[src/rtl/camera_pkg.sv]
// Shared types and helpers for the camera frame writer.
// Optional build macro: CAMERA_DOWNSAMPLE_2X_EN (keep every other pixel and line).
package camera_pkg;

  localparam int H_ACTIVE_DEF = 320;
  localparam int V_ACTIVE_DEF = 240;

  typedef enum logic {
    SYNC    = 1'b0,
    CAPTURE = 1'b1
  } state_t;

  // Number of pixels actually written per frame for a given input resolution.
  function automatic int unsigned frame_size(input int unsigned h, input int unsigned v);
`ifdef CAMERA_DOWNSAMPLE_2X_EN
    return (h / 2) * (v / 2);
`else
    return h * v;
`endif
  endfunction

  localparam int unsigned FRAME_PIXELS = frame_size(H_ACTIVE_DEF, V_ACTIVE_DEF);

  // Keep the top bits of each channel: {R[15:12], G[10:7], B[4:1]}.
  function automatic logic [11:0] rgb565_to_rgb444(input logic [15:0] p);
    return {p[15:12], p[10:7], p[4:1]};
  endfunction

endpackage

[src/rtl/frame_addr_gen.sv]
// Raster position, pixel index and frame size checking for the frame writer.
// Honours CAMERA_DOWNSAMPLE_2X_EN for the accept decision and expected frame size.
module frame_addr_gen
  import camera_pkg::*;
#(
  parameter int H_ACTIVE = H_ACTIVE_DEF,
  parameter int V_ACTIVE = V_ACTIVE_DEF,
  parameter int PIX_AW   = 17
) (
  input  logic              p_clock_in,
  input  logic              rst_in,
  input  logic              clear,
  input  logic              count_en,
  output logic              accept,
  output logic [PIX_AW-1:0] pix_idx,
  output logic              count_ok
);

  localparam int unsigned     FRAME   = frame_size(H_ACTIVE, V_ACTIVE);
  localparam logic [PIX_AW:0] FRAME_N = (PIX_AW + 1)'(FRAME);
  localparam int              XW      = (H_ACTIVE > 1) ? $clog2(H_ACTIVE) : 1;
  localparam int              YW      = $clog2(V_ACTIVE + 1);
  localparam logic [XW-1:0]   X_LAST  = XW'(H_ACTIVE - 1);
  localparam logic [YW-1:0]   Y_MAX   = YW'(V_ACTIVE);

  logic [XW-1:0]   x;
  logic [YW-1:0]   y;
  // One extra bit so a frame exactly 2^PIX_AW pixels long can still be counted.
  logic [PIX_AW:0] cnt;
  logic [PIX_AW:0] cnt_nxt;
  logic            overflow;
  logic            sample_ok;
  logic            drop;

  // NOTE: every always_comb output gets a default first so no path can infer a latch.
  always_comb begin
    sample_ok = 1'b1;
`ifdef CAMERA_DOWNSAMPLE_2X_EN
    sample_ok = ~x[0] & ~y[0];
`endif
    accept   = count_en & sample_ok & (cnt != FRAME_N);
    drop     = count_en & sample_ok & (cnt == FRAME_N);
    cnt_nxt  = cnt + (PIX_AW + 1)'(accept);
    // Includes a pixel arriving in the same cycle as the end-of-frame pulse.
    count_ok = (cnt_nxt == FRAME_N) & ~overflow & ~drop;
    pix_idx  = cnt[PIX_AW-1:0];
  end

  // NOTE: sequential state uses non-blocking assignments so every register samples pre-edge values.
  always_ff @(posedge p_clock_in or posedge rst_in) begin
    if (rst_in) begin
      x        <= '0;
      y        <= '0;
      cnt      <= '0;
      overflow <= 1'b0;
    end else if (clear) begin
      x        <= '0;
      y        <= '0;
      cnt      <= '0;
      overflow <= 1'b0;
    end else if (count_en) begin
      cnt <= cnt_nxt;
      if (drop) overflow <= 1'b1;
      if (x == X_LAST) begin
        x <= '0;
        if (y != Y_MAX) y <= y + YW'(1);
      end else begin
        x <= x + XW'(1);
      end
    end
  end

endmodule

[src/rtl/camera_frame_writer.sv]
// Converts camera RGB565 pixels to RGB444 and writes them into a ping-pong frame BRAM.
// Build with CAMERA_DOWNSAMPLE_2X_EN to store a half-resolution image instead.
module camera_frame_writer
  import camera_pkg::*;
#(
  parameter int H_ACTIVE = H_ACTIVE_DEF,
  parameter int V_ACTIVE = V_ACTIVE_DEF,
  parameter int PIX_AW   = 17
) (
  input  logic              p_clock_in,
  input  logic              rst_in,
  input  logic [15:0]       pixel_data_in,
  input  logic              pixel_valid_in,
  input  logic              frame_done_in,
  input  logic              capture_en_in,
  output logic              wr_en_out,
  output logic [PIX_AW:0]   wr_addr_out,
  output logic [11:0]       wr_data_out,
  output logic              read_bank_out,
  output logic              frame_ready_out,
  output logic              frame_error_out
);

  state_t            state;
  state_t            state_nxt;
  logic              wr_bank;
  logic              count_en;
  logic              accept;
  logic              count_ok;
  logic              commit;
  logic              discard;
  logic [PIX_AW-1:0] pix_idx;

  assign count_en = (state == CAPTURE) & pixel_valid_in;

  // Counters restart on every frame boundary; outside CAPTURE they are idle anyway.
  frame_addr_gen #(
    .H_ACTIVE (H_ACTIVE),
    .V_ACTIVE (V_ACTIVE),
    .PIX_AW   (PIX_AW)
  ) u_addr_gen (
    .p_clock_in (p_clock_in),
    .rst_in     (rst_in),
    .clear      (frame_done_in),
    .count_en   (count_en),
    .accept     (accept),
    .pix_idx    (pix_idx),
    .count_ok   (count_ok)
  );

  always_ff @(posedge p_clock_in or posedge rst_in) begin
    if (rst_in) state <= SYNC;
    else        state <= state_nxt;
  end

  always_comb begin
    state_nxt = state;
    commit    = 1'b0;
    discard   = 1'b0;
    unique case (state)
      SYNC: begin
        if (frame_done_in && capture_en_in) state_nxt = CAPTURE;
      end
      CAPTURE: begin
        if (frame_done_in) begin
          commit  = count_ok;
          discard = ~count_ok;
          if (!capture_en_in) state_nxt = SYNC;
        end
      end
    endcase
  end

  // wr_bank always differs from read_bank_out, so the display bank is never written.
  always_ff @(posedge p_clock_in or posedge rst_in) begin
    if (rst_in) begin
      wr_en_out       <= 1'b0;
      wr_addr_out     <= '0;
      wr_data_out     <= '0;
      frame_ready_out <= 1'b0;
      frame_error_out <= 1'b0;
      read_bank_out   <= 1'b1;
      wr_bank         <= 1'b0;
    end else begin
      wr_en_out       <= accept;
      frame_ready_out <= commit;
      frame_error_out <= discard;
      if (accept) begin
        wr_addr_out <= {wr_bank, pix_idx};
        wr_data_out <= rgb565_to_rgb444(pixel_data_in);
      end
      if (commit) begin
        read_bank_out <= wr_bank;
        wr_bank       <= ~wr_bank;
      end
    end
  end

endmodule

[config.mk]
export PLATFORM = sky130hd
export DESIGN_NAME = camera_frame_writer
export DESIGN_NICKNAME = d
export VERILOG_FILES = /design/src/rtl/camera_pkg.sv /design/src/rtl/frame_addr_gen.sv /design/src/rtl/camera_frame_writer.sv
export SDC_FILE = /design/constraint.sdc
export NUM_CORES = 1
export LEC_CHECK = 0
export ABC_AREA = 1
export BUFFER_PORTS_ARGS = -buffer_cell sky130_fd_sc_hd__buf_2
export CORE_AREA = 2 2 76 78
export DETAILED_ROUTE_END_ITERATION = 7
export DIE_AREA = 0 0 78 80
export PLACE_DENSITY = 0.81
export SYNTH_ARGS = -nofsm -noshare
export SYNTH_HDL_FRONTEND = slang
export SYNTH_SLANG_ARGS = --single-unit
[constraint.sdc]
create_clock -name p_clock_in -period 5.2 [get_ports p_clock_in]
set_input_delay 0.26 -clock p_clock_in [delete_from_list [all_inputs] [get_ports p_clock_in]]
set_output_delay 0.26 -clock p_clock_in [all_outputs]
set_load 0.02 [all_outputs]
==> summary.md <==
| Metric | Value |
|---|---|
| Max Clk Rate | `307 MHz` |
| Antenna violations before repair | `0` |
| Crit path from | `u_addr_gen.cnt[2]` |
| Total GRT Usage | `20.1%` |
| Core Area | `5410 sq um` |
| Final Critical Period | `3.26 ns` |
| Adder-cell share of the synthesized area | `0.951%` |
| Crit path DAT | `3.48 ns` |
| ANT cells | `0` |
| Cts bufs inserted | `5` |
| Placer Congestion | `0.878` |
| Actual slew at the worst max-slew pin | `0.692 ns` |
| DRT iter0 DRCs | `181` |
| I/O Buffers | `50` |
| Die Wd | `78 um` |
| Fraction of synthesis flops using an asynchronous set or reset pin | `100%` |
| Detailed placement HPWL | `4220 um` |
| Worst-Skew Late Latency | `0.31 ns` |
| Post-CTS Setup Bufs | `0` |
| Worst min path class | `in -> async` |
| Die height | `80 um` |
| Synth Cell Area | `2630 sq um` |
| Post-Synth Simple-Gate Area | `31.5%` |
| Cell taking the most area after synthesis | `dfrtp_1` |
| TritonRoute pass-1 iters | `4` |
| Commonest non-fill, non-tap cell in the layout | `nand2_1` |
| Max Clock Skew | `0.00675 ns` |
| Vias in the first global route | `2121` |
| Initial Util | `48.7%` |
| P&R area growth vs syn | `16.3%` |
| Sum Neg Setup Slack | `0 ns` |
| Final Slew Violations | `0` |
| Syn Nets | `359` |
| Post-synthesis average cell area | `7.83 sq um` |
| Clock transition at path regs | `0.10 ns` |
| Largest net degree at the start of global routing | `56` |
| Pwr Density | `275 nW/um^2` |
| Via density | `5.00` |
| Post-Route WL | `5920 um` |
| Largest family of logic cells by synthesized area | `simple AND/OR/NAND/NOR gates` |
| Post-synthesis sequential area ratio | `52.4%` |
| H-Tree Depth | `2` |
| Share of cells above drive strength 1 | `19.8%` |
| Seq cells post-synth | `55` |
| First-pass GRT wire length | `9720 um` |
| Ys flop type | `dfrtp_1` |
| Largest cells by area after synthesis | `dfrtp_1 51%, nand2_1 19%, o21ai_0 5.3%, inv_1 4.6%, nor2_1 3.6%` |
| Wirelength per Cell | `12.9 um` |
| Post-DRT Antenna Nets | `0` |
| Static Leak | `1.56 nW` |
| Worst Setup End Kind | `flop` |
| Standard-cell rows | `27` |
| Status | `completed` |
| Slew HR | `53.7%` |
| Hold_buf cts | `0` |
| Critical Path RT | `5.42 ns` |
| VDD IR-drop max | `0.144 mV` |
| Final period utilization | `62.7%` |
| # IOs | `55` |
| CTS sink count | `55` |
| Most frequent cells in the layout | `131 x nand2_1, 54 x dfrtp_1, 50 x buf_2, 31 x inv_1, 28 x o21ai_0` |
| Die ar. | `6240 sq um` |
| Gate count after technology mapping | `336` |
| Final hold violations | `0` |
| Buffer depth of the longest clock path | `2` |
| Critical Path Start Type | `flop` |
| Synth cell types | `24` |
| Mux cell area share after synthesis | `0%` |
| RSZ-0062 raised after global routing | `no` |
| CTS tree | `done` |
| Setup Viol. Count Final | `0` |
| Total global routing overflow | `0` |
| CTS root buf | `clkbuf_8` |
| Post-Synth XOR/XNOR Area | `0.666%` |
| Layout Nets | `410` |
| Synth Area in Compound Gates | `8.08%` |
| Worst-path fanout max | `14` |
| Crit path kind | `reg -> reg` |
| Synth Warn # | `0` |
| DRC | `0` |
| Post-synth EDFFs | `0` |
| R2r startpoint | `u_addr_gen.cnt[2]` |
| Fin util | `56.6%` |
| Post-cts sizing count | `0` |
| Post-synth top area share | `51.4%` |
| Max Cap Viol | `0` |
| Vias | `2301` |
-- critical path: stages, from the launching register on --
cell and delay, ns:
dfrtp_1 0.50, nor2_1 0.08, nand3_1 0.12, nor2_1 0.08
nand2_1 0.06, nand2_1 0.07, inv_1 0.34, ha_1 0.41
ha_1 0.34, nand3_2 0.16, nor2_2 0.18, nand2_1 0.07
nand2_1 0.10, nand2_1 0.06, nor2_1 0.11, nand2_1 0.12
nor2_4 0.15, nand3_2 0.10, nand2_1 0.07, nand2_1 0.04
-- layer usage --
layer  vias to the layer above  share of wire (%)  global-route usage, %
met5                         -                  0                      0
met4                         0                2.5                   8.77
met3                        10                4.6                   3.62
met2                        65                 46                   32.7
met1                      1061                 47                   26.5
li1                       1165                  -                      -
-- stage by stage --
stage / setup slack [ns] / hold slack (ns) / instance area (sq um) / total power, mW / std cells
floorplan: 2.46 / 0.326 / 2630 / 0.526 / 336
finish: 1.94 / 0.133 / 3060 / 0.841 / 460
global placement: 2.06 / 0.453 / 2950 / 0.559 / 452
detailed placement: 1.97 / 0.459 / 2950 / 0.563 / 452
CTS: 1.94 / 0.128 / 3060 / 0.845 / 460
global route: 1.66 / 0.124 / 3060 / 0.875 / 460
-- state kept, by name, indices dropped and copies added (netlist names), named ones only --
signal               cells
wr_addr_out             18
u_addr_gen.cnt          18
wr_data_out             12
wr_bank                  1
wr_en_out                1
u_addr_gen.overflow      1
read_bank_out            1
frame_error_out          1
frame_ready_out          1
-- cells by family after synthesis --
| family | after synthesis |
|---|---|
| xor gates and xnor gates | 2 |
| DFF | 55 |
| AOI/OAI and AO/OA | 40 |
| buffers and inverters | 43 |
| adders and majority gates | 2 |
| and+or+nand+nor | 194 |
-- final cells by class --
| cell class | count | area (sq um) |
|---|---|---|
| clock buffer | 6 | 72.6 |
| timing repair buffer | 52 | 265 |
| fill | 503 | 2340 |
| clock inverter | 2 | 38.8 |
| sequential | 55 | 1380 |
| multi-input combinational | 238 | 1080 |
| tap | 72 | 90.1 |
| inverter | 35 | 131 |
-- cells in the mapped netlist (all sizes together), types with 2 or more instances --
master and count:
inv 33, nand2 134, buf 4, nor2 35
o21ai 29, ha 2, nand3 18, dfrtp 54
nand4 6, o22ai 10, clkbuf 4, clkinv 2
-- worst paths after layout --
kind	endpoint	slack, ns	depth (start not counted)
setup / recovery	wr_bank	1.94	19
setup reg to reg	wr_bank	1.94	19
hold / removal	wr_data_out[0]	0.13	3
min in group p_clock_in	wr_data_out[9]	0.13	3
max in group asynchronous	u_addr_gen.cnt[5]	4.62	3
hold reg to reg	wr_bank	0.48	2
-- report_power, final --
part | total [mW] | internal [mW] | switching (mW)
registers | 0.455 | 0.446 | 0.00900
clock network | 0.287 | 0.146 | 0.142
logic | 0.0983 | 0.0289 | 0.0694
No activity file was read; power rests on OpenSTA's default activity.
